**config.mk**
```make
export PLATFORM = sky130hd
export DESIGN_NAME = regfile_wr_arbiter
export DESIGN_NICKNAME = d
export VERILOG_FILES = /design/src/rtl/regfile_pkg.sv /design/src/rtl/regfile_wr_arbiter_rr.sv /design/src/rtl/regfile_wr_arbiter.sv
export SDC_FILE = /design/constraint.sdc
export NUM_CORES = 1
export LEC_CHECK = 0
export CORE_UTILIZATION = 39
export DETAILED_ROUTE_END_ITERATION = 8
export PLACE_DENSITY = 0.87
export SLEW_MARGIN = 20
export SYNTH_ARGS = -nofsm -noshare
export SYNTH_HDL_FRONTEND = slang
export SYNTH_SLANG_ARGS = --single-unit
```
**constraint.sdc**
```tcl
create_clock -name clk -period 3.6 [get_ports clk]
set_input_delay 0.9 -clock clk [delete_from_list [all_inputs] [get_ports clk]]
set_output_delay 0.9 -clock clk [all_outputs]
set_load 0.02 [all_outputs]
```
**src/rtl/regfile_pkg.sv**
```systemverilog
// Shared definitions for the register-file write path.
//   ADDR_W, DATA_W, NUM_REGS : register file geometry (32 x 64)
//   ZERO_REG                 : hard-wired zero register (X31); writes to it are dropped
//   wr_state_t               : write-port owner state (clear sweep, then arbitration)
package regfile_pkg;

  localparam int ADDR_W   = 5;
  localparam int DATA_W   = 64;
  localparam int NUM_REGS = 32;

  localparam logic [4:0] ZERO_REG = 5'd31;

  typedef enum logic {
    INIT = 1'b0,
    ARB  = 1'b1
  } wr_state_t;

endpackage

```
**src/rtl/regfile_wr_arbiter_rr.sv**
```systemverilog
// rr_arbiter: combinational round-robin grant.
//   req [N]     : request vector
//   ptr [PTR_W] : highest-priority index for this cycle
//   gnt [N]     : one-hot grant (all zero when nothing is requested)
// The lowest-index requester at or after ptr wins, wrapping past N-1 to 0.
module rr_arbiter #(
  parameter int N     = 2,
  parameter int PTR_W = 1
) (
  input  logic [N-1:0]     req,
  input  logic [PTR_W-1:0] ptr,
  output logic [N-1:0]     gnt
);

  logic found;
  int   idx;

  always_comb begin
    gnt   = '0;
    found = 1'b0;
    idx   = 0;
    for (int k = 0; k < N; k++) begin
      idx = int'(ptr) + k;
      if (idx >= N) idx = idx - N;
      if (!found && req[idx]) begin
        gnt[idx] = 1'b1;
        found    = 1'b1;
      end
    end
  end

endmodule

```
**src/rtl/regfile_wr_arbiter.sv**
```systemverilog
// regfile_wr_arbiter: owner of the register file's single write port.
//   clk, reset   : clock, asynchronous active-high reset
//   req_valid    : per-requester pending write
//   req_addr     : packed addresses, slice i = requester i
//   req_data     : packed data, slice i = requester i
//   req_ready    : one-hot grant to requesters
//   wr_en        : write strobe / decoder enable
//   wr_addr      : write address to the 5-to-32 decoder
//   wr_data      : write data to the register file
//   init_busy    : high while the post-reset clear sweep runs
//   state_dbg    : current FSM state
// After reset the block sweeps zero into X0..X30, then serves requesters
// round-robin, one write per cycle, each registered one cycle after transfer.
//
// Handshake: a requester raises req_valid[i] and holds addr/data stable until
// it sees req_ready[i]; the write transfers on the rising edge where both are
// high. req_ready[i] never rises without req_valid[i], and ready is never
// offered during the clear sweep, so held requests simply wait.
module regfile_wr_arbiter
  import regfile_pkg::*;
#(
  parameter int NUM_REQ  = 2,
  parameter int ADDR_W   = regfile_pkg::ADDR_W,
  parameter int DATA_W   = regfile_pkg::DATA_W,
  parameter int NUM_REGS = regfile_pkg::NUM_REGS
) (
  input  logic                      clk,
  input  logic                      reset,
  input  logic [NUM_REQ-1:0]        req_valid,
  input  logic [NUM_REQ*ADDR_W-1:0] req_addr,
  input  logic [NUM_REQ*DATA_W-1:0] req_data,
  output logic [NUM_REQ-1:0]        req_ready,
  output logic                      wr_en,
  output logic [ADDR_W-1:0]         wr_addr,
  output logic [DATA_W-1:0]         wr_data,
  output logic                      init_busy,
  output wr_state_t                 state_dbg
);

  localparam int PTR_W = (NUM_REQ > 1) ? $clog2(NUM_REQ) : 1;
  localparam logic [ADDR_W-1:0] LAST_SWEEP = ADDR_W'(NUM_REGS - 2);
  localparam logic [ADDR_W-1:0] ZERO_ADDR  = ADDR_W'(NUM_REGS - 1);
  localparam logic [PTR_W-1:0]  LAST_REQ   = PTR_W'(NUM_REQ - 1);

  wr_state_t         state;
  logic [ADDR_W-1:0] sweep_ptr;
  logic [PTR_W-1:0]  rr_ptr;
  logic [NUM_REQ-1:0] gnt;

  logic              xfer;
  logic [ADDR_W-1:0] sel_addr;
  logic [DATA_W-1:0] sel_data;
  logic [PTR_W-1:0]  sel_idx;

  assign state_dbg = state;

  rr_arbiter #(
    .N     (NUM_REQ),
    .PTR_W (PTR_W)
  ) u_rr (
    .req (req_valid),
    .ptr (rr_ptr),
    .gnt (gnt)
  );

  // Grants are masked off for the whole clear sweep.
  assign req_ready = (state == ARB) ? gnt : '0;

  // One-hot mux of the granted requester's payload.
  always_comb begin
    xfer     = 1'b0;
    sel_addr = '0;
    sel_data = '0;
    sel_idx  = '0;
    for (int i = 0; i < NUM_REQ; i++) begin
      if (req_ready[i]) begin
        xfer     = 1'b1;
        sel_addr = req_addr[i*ADDR_W +: ADDR_W];
        sel_data = req_data[i*DATA_W +: DATA_W];
        sel_idx  = PTR_W'(i);
      end
    end
  end

  always_ff @(posedge clk or posedge reset) begin
    if (reset) begin
      state     <= INIT;
      sweep_ptr <= '0;
      rr_ptr    <= '0;
      wr_en     <= 1'b0;
      wr_addr   <= '0;
      wr_data   <= '0;
      init_busy <= 1'b1;
    end else begin
      case (state)
        INIT: begin
          wr_en     <= 1'b1;
          wr_addr   <= sweep_ptr;
          wr_data   <= '0;
          sweep_ptr <= sweep_ptr + 1'b1;
          // X31 is hard-wired zero, so the sweep stops after X30.
          if (sweep_ptr == LAST_SWEEP) begin
            state     <= ARB;
            init_busy <= 1'b0;
          end
        end
        ARB: begin
          if (xfer) begin
            wr_addr <= sel_addr;
            wr_data <= sel_data;
            // A write to the zero register is consumed but never strobed.
            wr_en   <= (sel_addr != ZERO_ADDR);
            rr_ptr  <= (sel_idx == LAST_REQ) ? '0 : sel_idx + 1'b1;
          end else begin
            wr_en <= 1'b0;
          end
        end
        default: begin
          state <= INIT;
          wr_en <= 1'b0;
        end
      endcase
    end
  end

endmodule

```
After elaboration in Yosys (flattened, before gate mapping)
Index checks and enable logic that the tools add are counted.
- logic and storage cells: 61
- memory bits (read-only): 0
- latch bits: 0
- input bits: 142
- RAM bits: 0
- memories kept: 0
- output and inout port bits: 74
- flip-flop bits (word level): 78
- multipliers: 0
- reductions and logical operators: 6
- shifts and indexed selects: 0
- multiplexer cells: 32
- bitwise gates (word level): 2
- equal/unequal tests: 3
- div/mod/pow operators: 0
- magnitude comparators: 6
- add/sub/neg operators: 5
- operators by type and width (cell ; count):
    $mux 64 ; 3
    $pmux 64 s2 ; 1
    $ge 32x1->1 const B ; 2
    $lt 32x3->1 const B ; 2
    $mux 32 ; 2
    $ge 32x3->1 const B ; 1
    $sub 32x3->32 const B ; 1
    $mux 1 ; 16
    $mux 5 ; 3
    $pmux 5 s2 ; 1
    $mux 2 ; 3
    $add 5x1->5 const B ; 1
    $eq 5x5->1 const B ; 1
    $ne 5x5->1 const B ; 1
    $reduce_and 2->1 ; 2
    $logic_and 1x1->1 ; 3
    $sub 1x2->3 const B ; 1
    $add 1x1->2 const B ; 1
    $demux 1 s1 ; 2
    $ge 1x2->1 const B ; 1
    $ne 2x1->1 const B ; 1
    $or 2x2->2 ; 1
    $pmux 1 s2 ; 1
    $add 1x1->1 const B ; 1
    other kinds (2) ; 2

Depth between registers and ports, before layout
- depth in word-level cells: 15
- gate-level depth with buffers: 6
- depth with buffers taken out: 4

Modules after synthesis
From an unflattened synthesis, not the netlist that was laid out.
- cells, all modules: 342
- area total of the unflattened synthesis: 4015.1 um^2
- by module, submodules not included (module ; instances ; cells an instance ; area an instance (um^2)):
    regfile_wr_arbiter ; 1 ; 339 ; 3996.3
    rr_arbiter ; 1 ; 3 ; 18.8

Worst setup path before layout
No wires, ideal clock.
- path kind: input-to-output
- from: in req_valid[1]
- to: out req_ready[1]
- path slack: 1011 ps
- data required time: 2700 ps
- arrival: 1689 ps
- stages on the path: 5
- cells stage by stage: buf_2 and3_4 buf_12 buf_12 buf_4
- word-level cells in the longest chain between the ends: 8
- ends and longest elaborated chain (item ; line ; source):
    start, declared ; regfile_wr_arbiter.sv:29 ; input logic [NUM_REQ-1:0] req_valid,
    $mux 1 (not written as such) (3 in a row) ; regfile_wr_arbiter_rr.sv:25 ; if (!found && req[idx]) begin
    $mux 1 ; regfile_wr_arbiter_rr.sv:25 ;
    $logic_not 1->1 ; regfile_wr_arbiter_rr.sv:25 ;
    $logic_and 1x1->1 ; regfile_wr_arbiter_rr.sv:25 ;
    $mux 2 * ; regfile_wr_arbiter_rr.sv:25 ;
    $mux 2 * ; regfile_wr_arbiter.sv:67 ; assign req_ready = (state == ARB) ? gnt : '0;
    end, declared ; regfile_wr_arbiter.sv:32 ; output logic [NUM_REQ-1:0] req_ready,
Mark *: on every way between the ends. The rest lies on a longest branch, timed or not. The select of a mux whose other input is x is not followed.

Worst setup path after layout
- from: in req_valid[0]
- to: out req_ready[0]
Same word-level chain as after synthesis.

==> run metrics <==
R2R Setup Slk 1.44 ns; pwr dens 408.6 nW/um^2; Pins Over Slew Limit 0; vias in the first global route 3412; Post-DRT Antenna Nets 0; RSZ-0062 raised after global routing false; Avg Inst Size Synth 10.77 sq um; WL per Instance 15.58 microns; Syn Inst Count 352; startpoint types input port; area of the core 9328 sq um; Iter 0 DRT Violations 110; Hold Path Stages 1; maximum vdd drop 0.0001916 V; DRC errors left 0; critical hold path startpoint init_busy; row cnt 35; # resized after CTS 0; critical-path maximum fanout 5; EDFF count, synth 0; CP endpoint kind output pin; Cell Count, Final, Fillers Out 688; clk_lat worst skew 0.34 ns; clock net sink count 78; final clock skew 0.008048 ns; Reg2Reg Depth 5; Min Clock Period, post-route 3.339 ns; final setup vio count 0; leakage 2.514 nW; hold_buf cts 0; Final Hold Viols 0; num ports 216; drt first pass iters 4; GP Congestion 0.7568; ys async rst share 100.0%; min-delay worst type register to register; Post-CTS Setup Bufs 0; actual transition at the worst max-transition pin 1.051 ns; HPWL after DPL 7921 microns; Syn-to-layout area delta 62.81%; final setup TNS 0 ns; crit path DAT 2.44 ns; Synth cell types 32; dpl cells 672; Setup Crit Path Kind input port to output pin; Slew headroom 29.95%; first-pass GRT wire length 16420 microns; Max clock buf depth 2; final WL 10720 microns; predominant post-synthesis flop cell dfrtp_1; Req. time, crit path 2.70 ns; Post-Syn Area 3791 sq um; CTS tree yes; Hold Crit Endpoint init_busy; die width 100.6 microns; pin count of the biggest net entering global routing 80; routed via count 3456; final net count 698; initial antenna violation count 0; ant diodes 0; remaining global-route overflow 0; Die Y 100.6 microns; layout cells sized above 1 5.546%; area of the multi-input gates 1579 sq um; RR Endpoint wr_data[23]; Yosys warning count 0; Yosys reg bits 78; Starting Density 40.64%; Reg area 1954 sq um; Buffers on Ports 215; # fillers 745; Clk pin slew, worst setup/hold paths 0.07 ns; Max Clock Freq 299.5 MHz; Num CTS Buffers 9; gr usage total 21.17%; die area 10120 sq um; max_cap viols 0; RR Startpoint rr_ptr; register area share after synthesis 51.52%; outcome completed; vias per inst 5.023; clock root buffer clkbuf_8; period utilization 92.76%; H-tree levels 3; post-synth net total 496
per-layer routing:
metal  wire length, microns  global-route usage, %  vias up
met4                    214                  8.250        0
li1                       -                      -     1673
met3                    773                  6.449       16
met2                   5480                  37.25      141
met1                   4251                  24.06     1626
met5                      0                      0        -
synthesized netlist by cell type, drive strengths merged (3+ instances only):
cell type / count / area share [%]
nand3: 62 / 8.2
o21ai: 63 / 8.4
dfrtp: 77 / 51
nor2: 5 / 0.50
inv: 3 / 0.30
mux2i: 59 / 16
clkbuf: 13 / 1.3
xnor2: 4 / 0.92
a31oi: 5 / 0.83
nand2: 17 / 1.7
buf: 19 / 5.4
a32oi: 4 / 0.92
a22oi: 4 / 0.79
metrics by stage:
stage                     utilization, %  hold slack (ns)  worst slack [ns]  power [mW]  cell area [sq um]
after global placement             63.59           0.4447            0.3301       1.734               5932
after CTS                          66.17           0.4687            0.2510       2.549               6172
final                              66.17           0.4680            0.2606       2.522               6172
after floorplan                        -           0.4647            0.7066       1.375               3791
after global routing               66.17           0.4755            0.1704       2.631               6172
after detailed placement           63.59           0.4499            0.2594       1.755               5932
worst max-delay path, stage by stage:
cell	delay, ns
clkdlybuf4s50_1	0.48
a21boi_2	0.18
and2_1	0.25
clkdlybuf4s50_1	0.64
cell type report:
class / instances / share of cell area [%]
Tap cell: 129 / 2.615
Timing Repair Buffer: 223 / 36.04
Sequential cell: 78 / 31.66
Inverter: 3 / 0.2027
Clock buffer: 12 / 2.352
Clock inverter: 4 / 1.541
Multi-Input combinational cell: 239 / 25.58
logic make-up after synthesis:
group           count (synthesis)  share of synthesized area, %
simple gates                   92                         12.01
compound gates                 82                         12.28
xor+xnor                        4                        0.9240
mux                            59                         15.58
flops                          78                         51.52
fa+ha+maj                       2                        0.6600
buf+inv                        35                         7.030
state kept, by name, indices dropped and copies added, names as in the netlist:
| register | flops |
|---|---|
| rr_ptr | 1 |
| wr_en | 1 |
| wr_addr | 5 |
| sweep_ptr | 5 |
| wr_data | 64 |
| state_dbg | 1 |
| init_busy | 1 |
worst max-delay path by stage:
| stage | startpoint | end | slack (ns) | cells after the start |
|---|---|---|---|---|
| final | req_valid[0] | req_ready[0] | 0.26 | 4 |
| after CTS | req_valid[0] | req_ready[0] | 0.25 | 4 |
| after global placement | req_valid[0] | req_ready[0] | 0.33 | 4 |
| after detailed placement | req_valid[0] | req_ready[0] | 0.26 | 4 |
| after global routing | req_valid[0] | req_ready[0] | 0.17 | 4 |
| after floorplan | reset | rr_ptr | 0.71 | 1 |
cell usage in the layout, fill, tap and decap left out, drive strengths merged, types with 3 or more instances in the layout:
master / Yosys / layout
nor2: 5 / 5
bufinv: 0 / 3
a22oi: 4 / 4
xnor2: 4 / 4
a31oi: 5 / 5
mux2i: 59 / 59
nand2: 17 / 17
clkbuf: 13 / 12
clkdlybuf4s50: 0 / 215
o21ai: 63 / 63
a32oi: 4 / 4
nand3: 62 / 62
buf: 19 / 8
dfrtp: 77 / 77
where the power goes:
group	internal, mW	leakage, nW	switching, mW	total, mW
clock	0.480	0.121	0.311	0.791
combinational	0.389	1.48	0.324	0.713
sequential	0.968	0.910	0.0507	1.02
total	1.84	2.51	0.686	2.52
No activity file was read; power rests on OpenSTA's default activity.
